$ cat src/rtl/sum_frame_tx.sv
// Accumulates NSAMP adder sums into a saturating 8-bit total, then sends the
// total LSB first as an 8N1 frame on tx at clk/CLKS_PER_BIT.
module sum_frame_tx #(
    parameter int NSAMP        = 4,
    parameter int CLKS_PER_BIT = 4
) (
    input  logic       clk,
    input  logic       reset,
    input  logic [3:0] sum_in,
    input  logic       sum_valid,
    output logic       sum_ready,
    output logic       tx,
    output logic       busy,
    output logic       sat,
    output logic [3:0] frame_cnt
);

    localparam int CNT_W = $clog2(NSAMP + 1);
    localparam logic [CNT_W-1:0] LAST_SAMP = CNT_W'(NSAMP - 1);
    localparam logic [7:0]       BAUD_LAST = 8'(CLKS_PER_BIT - 1);

    typedef enum logic [1:0] {ACCUM, START, DATA, STOP} state_t;

    state_t           state_q, state_d;
    logic [7:0]       acc_q, acc_d;
    logic [CNT_W-1:0] cnt_q, cnt_d;
    logic [2:0]       bit_q, bit_d;
    logic [7:0]       baud_q, baud_d;
    logic [7:0]       shreg_q, shreg_d;
    logic             tx_q, tx_d;
    logic             busy_q, busy_d;
    logic             sat_q, sat_d;
    logic [3:0]       frame_q, frame_d;
    logic             ready_q, ready_d;

    logic [8:0]       sum9;
    logic             baud_end;

    function automatic logic [7:0] sat_add(input logic [8:0] s);
        return s[8] ? 8'hFF : s[7:0];
    endfunction

    assign sum9     = {1'b0, acc_q} + {5'b0, sum_in};
    assign baud_end = (baud_q == BAUD_LAST);

    always_comb begin
        state_d = state_q;
        acc_d   = acc_q;
        cnt_d   = cnt_q;
        bit_d   = bit_q;
        baud_d  = baud_q;
        shreg_d = shreg_q;
        tx_d    = tx_q;
        busy_d  = busy_q;
        sat_d   = sat_q;
        frame_d = frame_q;
        ready_d = ready_q;
        case (state_q)
            ACCUM: begin
                if (sum_valid && ready_q) begin
                    acc_d = sat_add(sum9);
                    sat_d = sat_q | sum9[8];
                    cnt_d = cnt_q + 1'b1;
                    if (cnt_q == LAST_SAMP) begin
                        shreg_d = sat_add(sum9);
                        state_d = START;
                        ready_d = 1'b0;
                        busy_d  = 1'b1;
                        tx_d    = 1'b0;
                        baud_d  = 8'd0;
                    end
                end
            end
            START: begin
                baud_d = baud_q + 8'd1;
                if (baud_end) begin
                    baud_d  = 8'd0;
                    bit_d   = 3'd0;
                    tx_d    = shreg_q[0];
                    state_d = DATA;
                end
            end
            DATA: begin
                baud_d = baud_q + 8'd1;
                if (baud_end) begin
                    baud_d = 8'd0;
                    if (bit_q == 3'd7) begin
                        tx_d    = 1'b1;
                        state_d = STOP;
                    end else begin
                        // Shift so the next bit to send is always at shreg_q[0].
                        bit_d   = bit_q + 3'd1;
                        shreg_d = {1'b0, shreg_q[7:1]};
                        tx_d    = shreg_q[1];
                    end
                end
            end
            STOP: begin
                baud_d = baud_q + 8'd1;
                if (baud_end) begin
                    baud_d  = 8'd0;
                    frame_d = frame_q + 4'd1;
                    acc_d   = 8'd0;
                    cnt_d   = '0;
                    sat_d   = 1'b0;
                    busy_d  = 1'b0;
                    ready_d = 1'b1;
                    state_d = ACCUM;
                end
            end
            default: state_d = ACCUM;
        endcase
    end

    always_ff @(posedge clk) begin
        if (reset) begin
            state_q <= ACCUM;
            acc_q   <= 8'd0;
            cnt_q   <= '0;
            bit_q   <= 3'd0;
            baud_q  <= 8'd0;
            tx_q    <= 1'b1;
            busy_q  <= 1'b0;
            sat_q   <= 1'b0;
            frame_q <= 4'd0;
            ready_q <= 1'b1;
        end else begin
            state_q <= state_d;
            acc_q   <= acc_d;
            cnt_q   <= cnt_d;
            bit_q   <= bit_d;
            baud_q  <= baud_d;
            tx_q    <= tx_d;
            busy_q  <= busy_d;
            sat_q   <= sat_d;
            frame_q <= frame_d;
            ready_q <= ready_d;
        end
    end

    // The shift register is pure data and is always reloaded before use.
    always_ff @(posedge clk) begin
        shreg_q <= shreg_d;
    end

    assign sum_ready = ready_q;
    assign tx        = tx_q;
    assign busy      = busy_q;
    assign sat       = sat_q;
    assign frame_cnt = frame_q;

endmodule

$ cat config.mk
export PLATFORM = sky130hd
export DESIGN_NAME = sum_frame_tx
export DESIGN_NICKNAME = d
export VERILOG_FILES = /design/src/rtl/sum_frame_tx.sv
export SDC_FILE = /design/constraint.sdc
export NUM_CORES = 1
export LEC_CHECK = 0
export ABC_CLOCK_PERIOD_IN_PS = 6450
export CAP_MARGIN = 20
export CORE_MARGIN = 5
export CORE_UTILIZATION = 34
export DETAILED_ROUTE_END_ITERATION = 10
export PLACE_DENSITY_LB_ADDON = 0.25
export SLEW_MARGIN = 20
export SYNTH_ARGS = -nofsm -noshare
export SYNTH_HDL_FRONTEND = slang
export SYNTH_SLANG_ARGS = --single-unit
$ cat constraint.sdc
create_clock -name clk -period 6.45 [get_ports clk]
set_input_delay 0.645 -clock clk [delete_from_list [all_inputs] [get_ports clk]]
set_output_delay 0.645 -clock clk [all_outputs]
set_load 0.005 [all_outputs]
==> summary.md, run 1 <==
| Metric | Value |
|---|---|
| Outcome | `completed` |
| Mean Syn Cell Area | `9.021 sq um` |
| Layout cells sized above 1 | `6.589%` |
| Io pins | `15` |
| Peak VDD IR | `0.1427 mV` |
| Yosys cell types | `49` |
| Routed wire length | `4.705 mm` |
| Dominant cell type by area after synthesis | `dfxtp_1` |
| Yosys warns | `0` |
| Worst r2r dst | `shreg_q[7]$_SDFFCE_PP0P_` |
| R2R Setup Slk | `3.82 ns` |
| Arr. time, crit path | `2.55 ns` |
| Max-slew violations | `0` |
| Worst setup EP type | `register` |
| Total track usage | `11.48%` |
| Ys flop type | `dfxtp_1` |
| DRT antenna net count | `0` |
| CTS clk-pin slew, worst paths | `0.08 ns` |
| Pwr/cell area | `279.7 nW/um^2` |
| Worst r2r src | `baud_q[0]$_SDFFE_PP0N_` |
| TritonCTS Sinks | `40` |
| P_leak | `0.0009513 uW` |
| Core box area | `6386 sq um` |
| Layout Utilization | `39.85%` |
| Post-synthesis sequential area ratio | `39.37%` |
| Max cap viols | `0` |
| Via count | `1805` |
| Largest net degree at the start of global routing | `32` |
| Number of hold buffers added after cts | `0` |
| Worst Setup Start Kind | `register` |
| Synthesized netlist cell count | `248` |
| Die area | `8302 sq um` |
| Setup crit start | `baud_q[0]$_SDFFE_PP0N_` |
| Reg2reg path depth | `5` |
| Final hold violations | `0` |
| Post-route DRC | `0` |
| Clock latency on the worst-skew pair | `0.29 ns` |
| DRT iter0 DRCs | `69` |
| Post-synth net total | `271` |
| Clock Tree Buf Depth | `2` |
| Post CTS Setup Buffer Count | `0` |
| CTS resizes | `0` |
| CTS tree | `yes` |
| Crit path required time | `6.37 ns` |
| IO buf count | `14` |
| Initial antenna violation count | `0` |
| Largest fanout on the critical path | `9` |
| CTS H-tree depth | `2` |
| Synthesized cell area | `2237 sq um` |
| Final setup TNS | `0 ns` |
| Worst Skew | `0.005284 ns` |
| Post-synth EDFFs | `8` |
| WS Path Type | `register to register` |
| Setup-failing EPs final | `0` |
| Clock share of power | `31.3%` |
| Final worst path period share | `40.72%` |
| Fraction of registers with async set/reset | `0%` |
| Die Span X | `91.12 microns` |
| Final #Nets | `280` |
| Achievable Freq | `380.8 MHz` |
| GP Congestion | `0.8238` |
| Top cells by area, synth | `dfxtp_1, edfxtp_1, ha_1` |
| Sequential power share | `42.8%` |
| Internal power | `494.9 uW` |
| Switching Fraction | `30.46%` |
| DP HPWL | `3.310 mm` |
| Routed len/inst | `14.04 microns` |
| Worst Max-Slew Pin Slew | `0.8270 ns` |
| Synth top area share | `28.64%` |
| Row cnt | `29` |
| Root Buffer Master | `clkbuf_8` |
| Combinational Power Share | `25.9%` |
| Hold Crit Class | `register to register` |
| Die Span Y | `91.12 microns` |
| Hold path startpoint | `bit_q[1]$_SDFFE_PP0P_` |
| Vias in the first global route | `1679` |
| Switching power total | `216.8 uW` |
| Pre-antenna DRT Iters | `4` |
| Diode count | `0` |
| Area growth, synth to finish | `13.76%` |
| Non-Filler Cell Area, Final | `2545 sq um` |
| Total CTS buffers | `5` |
| RSZ-0062 raised after global routing | `false` |
| First-pass GRT wire length | `7.997 mm` |
| Synthesized flop and latch total | `40` |
| Total grt overflow | `0` |
| Drt via density | `5.388` |
| Initial core utilization | `35.03%` |
| Min Clock Period, post-route | `2.626 ns` |
| Placed inst area | `2419 sq um` |
| Max-slew headroom | `44.87%` |
| Critical Path End | `shreg_q[7]$_SDFFCE_PP0P_` |
-- placed cells by master, fill, tap and decap left out, types with 8 or more instances in the layout --
cell,instances
a21oi_1,34
dfxtp_1,32
nand2_1,19
o21ai_0,15
ha_1,15
clkdlybuf4s50_1,14
nor2_1,12
inv_1,9
nand3_1,9
edfxtp_1,8
-- stage by stage --
| stage | cells | power, uW | setup WS (ns) | hold slack, ns |
|---|---|---|---|---|
| detailed placement | 327 | 494.8 | 3.557 | 0.4551 |
| floorplan | 248 | 445.5 | 4.274 | 0.4356 |
| global placement | 327 | 494.4 | 3.650 | 0.4435 |
| CTS | 335 | 717.1 | 3.785 | 0.4663 |
| finish | 335 | 711.7 | 3.824 | 0.4610 |
| global route | 335 | 757.6 | 3.604 | 0.4861 |
-- layer usage --
layer / up-vias / track usage (%) / share of wire [%] / routed length (microns)
met5: - / 0 / 0 / 0
met4: 0 / 3.667 / 1.2 / 57
met3: 6 / 2.479 / 3.3 / 153
met2: 29 / 17.19 / 44 / 2057
met1: 833 / 16.40 / 52 / 2437
li1: 937 / - / - / -
-- worst min path at each step --
stage / endpoint / cells past startpoint / slack (ns)
final: bit_q[1]$_SDFFE_PP0P_ / 2 / 0.46
after CTS: bit_q[1]$_SDFFE_PP0P_ / 2 / 0.47
after detailed placement: bit_q[1]$_SDFFE_PP0P_ / 2 / 0.46
after floorplan: bit_q[1]$_SDFFE_PP0P_ / 2 / 0.44
after global placement: bit_q[1]$_SDFFE_PP0P_ / 2 / 0.44
after global routing: bit_q[2]$_SDFFE_PP0P_ / 2 / 0.49
-- power by group through the flow --
stage	clock network (uW)	registers (uW)	logic, uW
2_1_floorplan	0	305	141
3_3_place_gp	0	310	184
3_5_place_dp	0	311	184
4_1_cts	227	305	185
5_1_grt	239	308	210
6_report	223	305	184
-- final cells by class --
class | count | area (sq um)
multi-input combinational | 185 | 1252
clock inverter | 1 | 30.03
inverter | 9 | 33.78
clock buffer | 7 | 96.34
fill | 662 | 3841
tap | 77 | 96.34
sequential | 40 | 880.8
timing repair buffer | 16 | 155.1
-- cell families (layout without fill, tap and decap cells) --
kind of cell / after synthesis / in the layout / synth area share [%]
xor gates and xnor gates: 7 / 7 / 2.741
DFF: 40 / 40 / 39.37
and+or+nand+nor: 77 / 77 / 19.07
muxes: 2 / 2 / 0.8949
adders and majority gates: 16 / 16 / 9.284
AOI/OAI and AO/OA: 83 / 83 / 23.99
buffers and inverters: 23 / 33 / 4.642
-- sequential cells by signal (all words and copies together) (netlist names) --
| name | count |
|---|---|
| state_q | 2 |
| acc_q | 8 |
| shreg_q | 8 |
| baud_q | 8 |
| frame_cnt | 4 |
| busy | 1 |
| tx | 1 |
| sum_ready | 1 |
| cnt_q | 3 |
| bit_q | 3 |
| sat | 1 |
-- synthesized netlist by cell type (all sizes together), types with 3 or more instances --
cell	count
xor2	5
a311oi	4
clkbuf	9
a21o	4
inv	9
nand2	19
buf	5
nand3	9
nor3	7
a211oi	6
and3	7
nand4	3
o21ai	15
dfxtp	32
nor2	12
ha	15
edfxtp	8
nor2b	7
and2	3
a21oi	35
-- worst max-delay path, cell delays in order, from the launching register on --
cell,delay [ns]
dfxtp_1,0.36
ha_1,0.25
nor4b_4,0.54
and2_1,0.40
nand2_1,0.08
a21oi_1,0.63
Power figures use the tool's default switching activity.
==> inputs of run 2 (changes only) <==
- ABC_CLOCK_PERIOD_IN_PS: 6450 -> 2700
- clock period: 6.45 -> 2.7 ns (I/O delays scaled with it)
==> run 2 against run 1 <==
  * Hold slack got worse by 0.0027 ns
  * Via count barely moved
  * First-iteration DRC count is 10% higher
  * Critical endpoint is now shreg_q[6]$_DFFE_PP_
==> summary.md, run 2 (synthesized netlist as in run 1, its figures left out) <==
| Metric | Value |
|---|---|
| Crit path required time | `2.70 ns` |
| Most frequent cells in the layout | `a21oi_1, dfxtp_1, nand2_1` |
| Pwr/cell area | `625.5 nW/um^2` |
| Largest net degree at the start of global routing | `24` |
| Largest fanout on the critical path | `9` |
| IO buf count | `14` |
| Root Buffer Master | `clkbuf_8` |
| Layout cells sized above 1 | `8.015%` |
| CTS resizes | `0` |
| P_leak | `0.0009570 uW` |
| Drt via density | `5.327` |
| Final worst path period share | `82.71%` |
| Worst Skew | `0.01036 ns` |
| Min Clock Period, post-route | `2.233 ns` |
| WHS | `0.4584 ns` |
| Die Span Y | `91.12 microns` |
| Initial core utilization | `35.03%` |
| TritonCTS Sinks | `40` |
| Final hold violations | `0` |
| Routed wire length | `4.783 mm` |
| Vias in the first global route | `1710` |
| CTS tree | `yes` |
| RSZ-0062 raised after global routing | `false` |
| Pre-antenna DRT Iters | `4` |
| Row cnt | `29` |
| Diode count | `0` |
| # fillers | `657` |
| Worst r2r src | `baud_q[0]$_SDFFE_PP0N_` |
| Worst Max-Slew Pin Slew | `0.7333 ns` |
| Commonest non-fill, non-tap cell in the layout | `a21oi_1` |
| Outcome | `completed` |
| CTS H-tree depth | `2` |
| Final WS setup | `0.4669 ns` |
| Worst setup EP type | `register` |
| Critical Path End | `shreg_q[6]$_DFFE_PP_` |
| Clock latency on the worst-skew pair | `0.30 ns` |
| Setup crit start | `baud_q[0]$_SDFFE_PP0N_` |
| Peak VDD IR | `0.3356 mV` |
| Total CTS buffers | `5` |
| Initial antenna violation count | `0` |
| Via count | `1806` |
| Die area | `8302 sq um` |
| Clock Tree Buf Depth | `2` |
| R2R Setup Slk | `0.47 ns` |
| Area growth, synth to finish | `13.37%` |
| Core box area | `6386 sq um` |
| Arr. time, crit path | `2.24 ns` |
| DRT iter0 DRCs | `76` |
| Max-slew headroom | `51.11%` |
| Setup-failing EPs final | `0` |
| CTS clk-pin slew, worst paths | `0.08 ns` |
| Biggest regs | `acc_q: 8 flops, baud_q: 8 flops, shreg_q: 8 flops` |
| Routed len/inst | `14.11 microns` |
| WS Path Type | `register to register` |
| Reg2reg path depth | `6` |
| Number of hold buffers added after cts | `0` |
| DRT antenna net count | `0` |
| GP Congestion | `0.7846` |
| Worst r2r dst | `shreg_q[6]$_DFFE_PP_` |
| Total grt overflow | `0` |
| Placement Setup Slack | `0.2078 ns` |
| Die Span X | `91.12 microns` |
| DP HPWL | `3.467 mm` |
| Max cap viols | `0` |
| Achievable Freq | `447.8 MHz` |
| Post CTS Setup Buffer Count | `0` |
| Final #Nets | `285` |
| First-pass GRT wire length | `8.452 mm` |
| Final setup TNS | `0 ns` |
| Io pins | `15` |
| Worst Setup Start Kind | `register` |
| Max-slew violations | `0` |
| Total track usage | `12.15%` |
| Post-route DRC | `0` |
| Total Power | `1586 uW` |
| Hold Crit Class | `register to register` |
==> run 2: cell count changes in the layout (fill, tap and decap cells not counted), sizes merged <==
cell    previous run  this run
buf                2         7
clkbuf             7         5
bufinv             1         0
clkinv             0         1
inv                9        10
==> run 2: layout make-up <==
type                       instances  area (sq um)  share of cell area (%)
clock inverter                     2         11.26                  0.4440
timing repair buffer              21         192.7                   7.597
sequential                        40         880.8                   34.73
clock buffer                       5         68.82                   2.713
inverter                           9         33.78                   1.332
multi-input combinational        185          1252                   49.38
tap                               77         96.34                   3.799
==> run 2: how the worst min path moves through the flow <==
stage                                       end  cells past startpoint             startpoint  slack, ns
after floorplan           bit_q[1]$_SDFFE_PP0P_                      2  bit_q[1]$_SDFFE_PP0P_       0.44
after global placement    bit_q[1]$_SDFFE_PP0P_                      2  bit_q[1]$_SDFFE_PP0P_       0.45
after detailed placement  bit_q[1]$_SDFFE_PP0P_                      2  bit_q[1]$_SDFFE_PP0P_       0.45
after CTS                 bit_q[2]$_SDFFE_PP0P_                      2  bit_q[2]$_SDFFE_PP0P_       0.47
after global routing      acc_q[0]$_SDFFE_PP0P_                      2  acc_q[0]$_SDFFE_PP0P_       0.50
final                     bit_q[2]$_SDFFE_PP0P_                      2  bit_q[2]$_SDFFE_PP0P_       0.46
==> run 2: critical path: stages, from the launching register on <==
cell and delay [ns]:
dfxtp_1 0.37, ha_1 0.23, nor4b_4 0.52, and2_1 0.37, nand2_1 0.08, a21oi_1 0.18
buf_4 0.20
==> run 2: where the power goes <==
group	total, uW	leakage, uW	internal, uW	switching [uW]
clock network	396	0.0000443	176	220
registers	726	0.000333	689	37.7
logic	464	0.000579	184	280
total	1590	0.000957	1050	537
==> run 2: layer usage <==
| layer | global-route usage (%) | wire [microns] | up-vias |
|---|---|---|---|
| li1 | - | - | 943 |
| met2 | 17.55 | 2111 | 24 |
| met4 | 3.667 | 56 | 0 |
| met5 | 0 | 0 | - |
| met3 | 2.975 | 117 | 6 |
| met1 | 17.79 | 2497 | 833 |
==> run 2: per-stage QoR <==
| step | cell area [sq um] | instances | utilization, % |
|---|---|---|---|
| 3_3_place_gp | 2456 | 332 | 38.46 |
| 3_5_place_dp | 2456 | 332 | 38.46 |
| 2_1_floorplan | 2237 | 248 | - |
| 6_report | 2536 | 339 | 39.71 |
| 4_1_cts | 2536 | 339 | 39.71 |
| 5_1_grt | 2536 | 339 | 39.71 |
==> inputs of run 3 (changes only) <==
- ABC_CLOCK_PERIOD_IN_PS: 2700 -> 2300
- clock period: 2.7 -> 2.3 ns (I/O delays scaled with it)
==> run 3 against run 2 <==
  * Sequential cell count did not move
  * Sequential share of layout area fell by 0.64 points
  * Total power rose by 19%
  * Non-clock buffer count rose by 5
  * Final area rose by 1.9%
  * Die area did not move
  * Critical path type is now input pin to register
  * Critical endpoint is now sat$_SDFFE_PP0P_
==> summary.md, run 3 (synthesized netlist as in run 1, its figures left out) <==
| Metric | Value |
|---|---|
| Min Clock Period, post-route | `2.014 ns` |
| Io pins | `15` |
| Sequential power share | `45.1%` |
| P_leak | `0.0009830 uW` |
| Row cnt | `29` |
| Peak VDD IR | `0.4068 mV` |
| Hold endpoint | `bit_q[2]$_SDFFE_PP0P_` |
| Most frequent cells in the layout | `a21oi_1, dfxtp_1, nand2_1` |
| Total track usage | `12.05%` |
| Layout Utilization | `40.46%` |
| Via count | `1865` |
| Crit path required time | `2.54 ns` |
| Final worst path period share | `87.54%` |
| Diode count | `0` |
| Max cap viols | `0` |
| Clock latency on the worst-skew pair | `0.29 ns` |
| DP HPWL | `3.532 mm` |
| Initial core utilization | `35.03%` |
| CTS clk-pin slew, worst paths | `0.08 ns` |
| Outcome | `completed` |
| RSZ-0062 raised after global routing | `false` |
| Pre-antenna DRT Iters | `4` |
| TritonCTS Sinks | `40` |
| Final WS setup | `0.2865 ns` |
| Commonest non-fill, non-tap cell in the layout | `a21oi_1` |
| Post CTS Setup Buffer Count | `0` |
| CTS tree | `yes` |
| Clock share of power | `25.6%` |
| Die Span Y | `91.12 microns` |
| Worst setup EP type | `register` |
| Core box area | `6386 sq um` |
| Drt via density | `5.406` |
| Final setup TNS | `0 ns` |
| Max-slew headroom | `52.61%` |
| Hold path startpoint | `bit_q[2]$_SDFFE_PP0P_` |
| Max-slew violations | `0` |
| CTS resizes | `0` |
| Post-route DRC | `0` |
| Worst r2r src | `state_q[0]$_SDFFE_PP0P_` |
| Hold Crit Class | `register to register` |
| Total CTS buffers | `5` |
| Reg2reg path depth | `6` |
| Largest fanout on the critical path | `11` |
| Worst r2r dst | `acc_q[6]$_SDFFE_PP0P_` |
| DRT iter0 DRCs | `123` |
| Placement Setup Slack | `0.0003950 ns` |
| Clock Tree Buf Depth | `2` |
| Worst Max-Slew Pin Slew | `0.7108 ns` |
| Final hold violations | `0` |
| R2R Setup Slk | `0.33 ns` |
| Setup-failing EPs final | `0` |
| Switching Fraction | `32.61%` |
| Worst Skew | `0.004097 ns` |
| Routed wire length | `4.884 mm` |
| CTS H-tree depth | `2` |
| WS Path Type | `input pin to register` |
| Die area | `8302 sq um` |
| Initial antenna violation count | `0` |
| Total grt overflow | `0` |
| Arr. time, crit path | `2.25 ns` |
| Final #Nets | `290` |
| Placed inst area | `2494 sq um` |
| Combinational Power Share | `29.4%` |
| Number of hold buffers added after cts | `0` |
| Routed len/inst | `14.16 microns` |
| IO buf count | `14` |
| Final Non-Filler Cells | `345` |
| Switching power total | `617.6 uW` |
| Area growth, synth to finish | `15.49%` |
| DRT antenna net count | `0` |
| Achievable Freq | `496.6 MHz` |
| First-pass GRT wire length | `8.411 mm` |
| Non-Filler Cell Area, Final | `2584 sq um` |
| Layout cells sized above 1 | `9.328%` |
| Die Span X | `91.12 microns` |
| Largest net degree at the start of global routing | `24` |
| WHS Path Cells | `2` |
| Vias in the first global route | `1712` |
| Internal power | `1277 uW` |
| Pwr/cell area | `733.1 nW/um^2` |
| GP Congestion | `0.8256` |
| Placed insts | `337` |
| Root Buffer Master | `clkbuf_8` |
| Biggest regs | `acc_q: 8 flops, baud_q: 8 flops, shreg_q: 8 flops` |
| Worst Setup Start Kind | `input pin` |
-- run 3: cell types whose count changed in the layout (fill, tap and decap cells not counted), sizes merged --
cell,delta
inv,-1
clkinv,-1
buf,+5
clkbuf,+3
-- run 3: through the flow --
| step | hold slack (ns) | total power [uW] |
|---|---|---|
| 2_1_floorplan | 0.4356 | 1249 |
| 4_1_cts | 0.4671 | 1911 |
| 3_3_place_gp | 0.4450 | 1418 |
| 3_5_place_dp | 0.4558 | 1425 |
| 6_report | 0.4640 | 1894 |
| 5_1_grt | 0.4855 | 2023 |
-- run 3: layer usage --
| metal | up-vias | share of wire [%] | GRT usage (%) |
|---|---|---|---|
| li1 | 952 | - | - |
| met1 | 881 | 52 | 17.16 |
| met2 | 26 | 43 | 17.73 |
| met3 | 6 | 3.1 | 2.727 |
| met4 | 0 | 1.6 | 4.401 |
| met5 | - | 0 | 0 |
-- run 3: worst max-delay path by stage --
stage / startpoint / to / slack (ns) / cells past startpoint
global placement: sum_in[0] / sat$_SDFFE_PP0P_ / 0.04 / 7
finish: sum_in[0] / sat$_SDFFE_PP0P_ / 0.29 / 7
detailed placement: sum_in[0] / sat$_SDFFE_PP0P_ / 0.0004 / 7
floorplan: baud_q[0]$_SDFFE_PP0N_ / shreg_q[0]$_DFFE_PP_ / 0.18 / 6
global route: state_q[0]$_SDFFE_PP0P_ / acc_q[6]$_SDFFE_PP0P_ / 0.11 / 6
CTS: sum_in[0] / sat$_SDFFE_PP0P_ / 0.30 / 7
-- run 3: critical path, stage by stage --
cell	delay, ns
clkdlybuf4s50_1	0.46
ha_1	0.18
fa_1	0.22
nand3_1	0.11
a21oi_1	0.58
nor3b_2	0.28
o221a_2	0.20
-- run 3: final cells by class --
class,count,area (sq um)
clock buffers,8,90.09
fillers,645,3802
inverters,9,33.78
multi-input cells,185,1252
flip-flops and latches,40,880.8
well taps,77,96.34
repair buffers,26,230.2
-- run 3: power groups by stage --
stage               combinational (uW)  sequential [uW]  clock, uW
finish                             556              854        484
global route                       632              864        527
CTS                                557              856        498
detailed placement                 554              871          0
global placement                   548              870          0
floorplan                          395              855          0
==> variant: new RTL, flow settings as in run 2 <==
`NSAMP`: 4 -> 2.
--- a/src/rtl/sum_frame_tx.sv
+++ b/src/rtl/sum_frame_tx.sv
@@ -2,5 +2,5 @@
 // total LSB first as an 8N1 frame on tx at clk/CLKS_PER_BIT.
 module sum_frame_tx #(
-    parameter int NSAMP        = 4,
+    parameter int NSAMP        = 2,
     parameter int CLKS_PER_BIT = 4
 ) (
Behaviour: not the same (a bounded check fails within 4 cycles, from zero or initial values and one cycle with reset high).
==> variant against run 2 <==
Clock power fell by 5.1%; worst setup slack improved by 0.029 ns; non-clock buffer count fell by 2; routed wire length fell by 0.94%; total power rose by 25%; sequential power rose by 16%; clock skew fell by 0.0061 ns; sequential share of layout area fell by 0.31 points; sequential cell count fell by 1; global-route usage fell by 0.12 points; final area fell by 1.4%; synthesized area fell by 2.4%.
==> variant: results (changes against run 2) <==
INFO  yosys          asyncSetResetFlopFracSynth=0% [unchanged]
INFO  cells_and_area n_antenna_cell=0 [unchanged]
INFO  critical_path  worst-endpoint-arrival=2.39ns [+0.15 ns]
INFO  sta            drv_slew=0 [unchanged]
INFO  power_and_ir_drop p_sw=716uW [+33%]
INFO  cells_and_area multi_input_area=1250um2 [about the same]
INFO  route          dr.first_iter.drc_count=94 [+24%]
INFO  placed_design  detailed_place_hpwl=3400um [-2.1%]
INFO  yosys          synth_edf_count=8 [unchanged]
INFO  power_and_ir_drop comb_cell_power=770uW [+66%]
INFO  route          wl_per_cell=14.2um [+0.84%]
INFO  yosys          netlist_top_cells_count=sky130_fd_sc_hd__dfxtp_1 (31), sky130_fd_sc_hd__a21oi_1 (28), sky130_fd_sc_hd__ha_1 (15), sky130_fd_sc_hd__nand2_1 (15), sky130_fd_sc_hd__o21ai_0 (13)
INFO  placed_design  finalWeightedCongestion=0.745 [-5.0%]
INFO  sta            timing.clock.skew=0.00430ns [-0.00606 ns]
INFO  power_and_ir_drop ir_worst_vdd=0.000357V [+6.3%]
INFO  yosys          yosysSeqAreaShare=39.4% [+0.053 points]
INFO  route          wl=4740um [-0.94%]
INFO  placed_design  dp_slack=0.238ns [+0.0303 ns]
INFO  placed_design  post-place-cells=325 [-2.1%]
INFO  sta            worstMarginPinSlew=0.609ns [-0.124 ns]
INFO  route          drt-pass1-iter-count=4 [unchanged]
INFO  yosys          synthesis.nets=262 [-3.3%]
INFO  power_and_ir_drop total_power=1990uW [+25%]
INFO  critical_path  critical_path.slowest_cell=sky130_fd_sc_hd__or4b_4
INFO  yosys          yosysUniqueCellTypes=51 [+4.1%]
INFO  clock_network  clk_transition_reported_paths=0.07ns
INFO  cells_and_area final_nets=278 [-2.5%]
INFO  cells_and_area final_layout_size_suffix_gt1_share=8.98% [+0.97 points]
INFO  global_routing vias_in_the_first_global_route=1,681 [-1.7%]
INFO  status         status=finished clean
INFO  route          vias=1,779 [-1.5%]
INFO  power_and_ir_drop cellLeakagePower=0.000941uW [-1.6%]
INFO  cells_and_area fillCellCount=663 [+0.91%]
INFO  yosys          netlist_top_cells_area=sky130_fd_sc_hd__dfxtp_1 (28%), sky130_fd_sc_hd__edfxtp_1 (11%), sky130_fd_sc_hd__ha_1 (8.6%)
INFO  critical_path  timing.critical_path.slowest_cell_delay=0.53ns
INFO  power_and_ir_drop power.share.sequential=42.3% [-3.5 points]
INFO  global_routing grt.total_usage=12.0% [-0.12 points]
INFO  global_routing first_pass_grt_wire_length=8100um [-4.2%]
INFO  clock_network  cts.repair_timing.setup_buffer_count=0 [unchanged]
INFO  clock_network  htree_num_levels=2 [unchanged]
INFO  global_routing grt_max_degree=21 [-13%]
INFO  critical_path  worst-path-max-fanout=5 [-4]
INFO  yosys          synthesis.area_per_instance=9.14um2 [+1.3%]
INFO  placed_design  placedInstanceArea=2420um2 [-1.5%]
## variant: final timing paths
kind | startpoint | end | slack, ns | depth (start not counted)
hold reg to reg | bit_q[2]$_SDFFE_PP0P_ | bit_q[2]$_SDFFE_PP0P_ | 0.46 | 2
setup reg to reg | baud_q[0]$_SDFFE_PP0N_ | acc_q[3]$_SDFFE_PP0P_ | 0.50 | 5
hold / removal | bit_q[2]$_SDFFE_PP0P_ | bit_q[2]$_SDFFE_PP0P_ | 0.46 | 2
setup / recovery | baud_q[0]$_SDFFE_PP0N_ | acc_q[3]$_SDFFE_PP0P_ | 0.50 | 5
## variant: worst max-delay path, delay by kind of cell, from the launching register on
family	cells	cell delay, ns
DFF	1	0.36
adders and majority gates	1	0.25
and+or+nand+nor	1	0.53
AOI/OAI and AO/OA	3	0.97
## variant: cell families after synthesis
family / Yosys count / share of synthesized area (%)
multiplexers: 5 / 2.41
AND/OR/NAND/NOR: 77 / 19.9
adder cells (fa/ha/maj): 16 / 9.51
XOR/XNOR: 5 / 2.01
buffers and inverters: 19 / 3.27
AO/OA/AOI/OAI: 78 / 23.4
flip-flops: 39 / 39.4
## variant: final cells by class
cell class / count / area share [%]
clock buffer: 7 / 3.05
clock inverter: 1 / 0.200
inverter: 9 / 1.35
multi-input combinational: 181 / 50.0
sequential: 39 / 34.4
tap: 77 / 3.85
timing repair buffer: 19 / 7.10
## variant: layer usage
| metal | routed length (um) | track usage (%) | vias to the layer above |
|---|---|---|---|
| met3 | 155 | 3.42 | 8 |
| met4 | 76 | 4.09 | 0 |
| met2 | 2100 | 18.1 | 27 |
| met5 | 0 | 0 | - |
| li1 | - | - | 925 |
| met1 | 2410 | 16.5 | 819 |
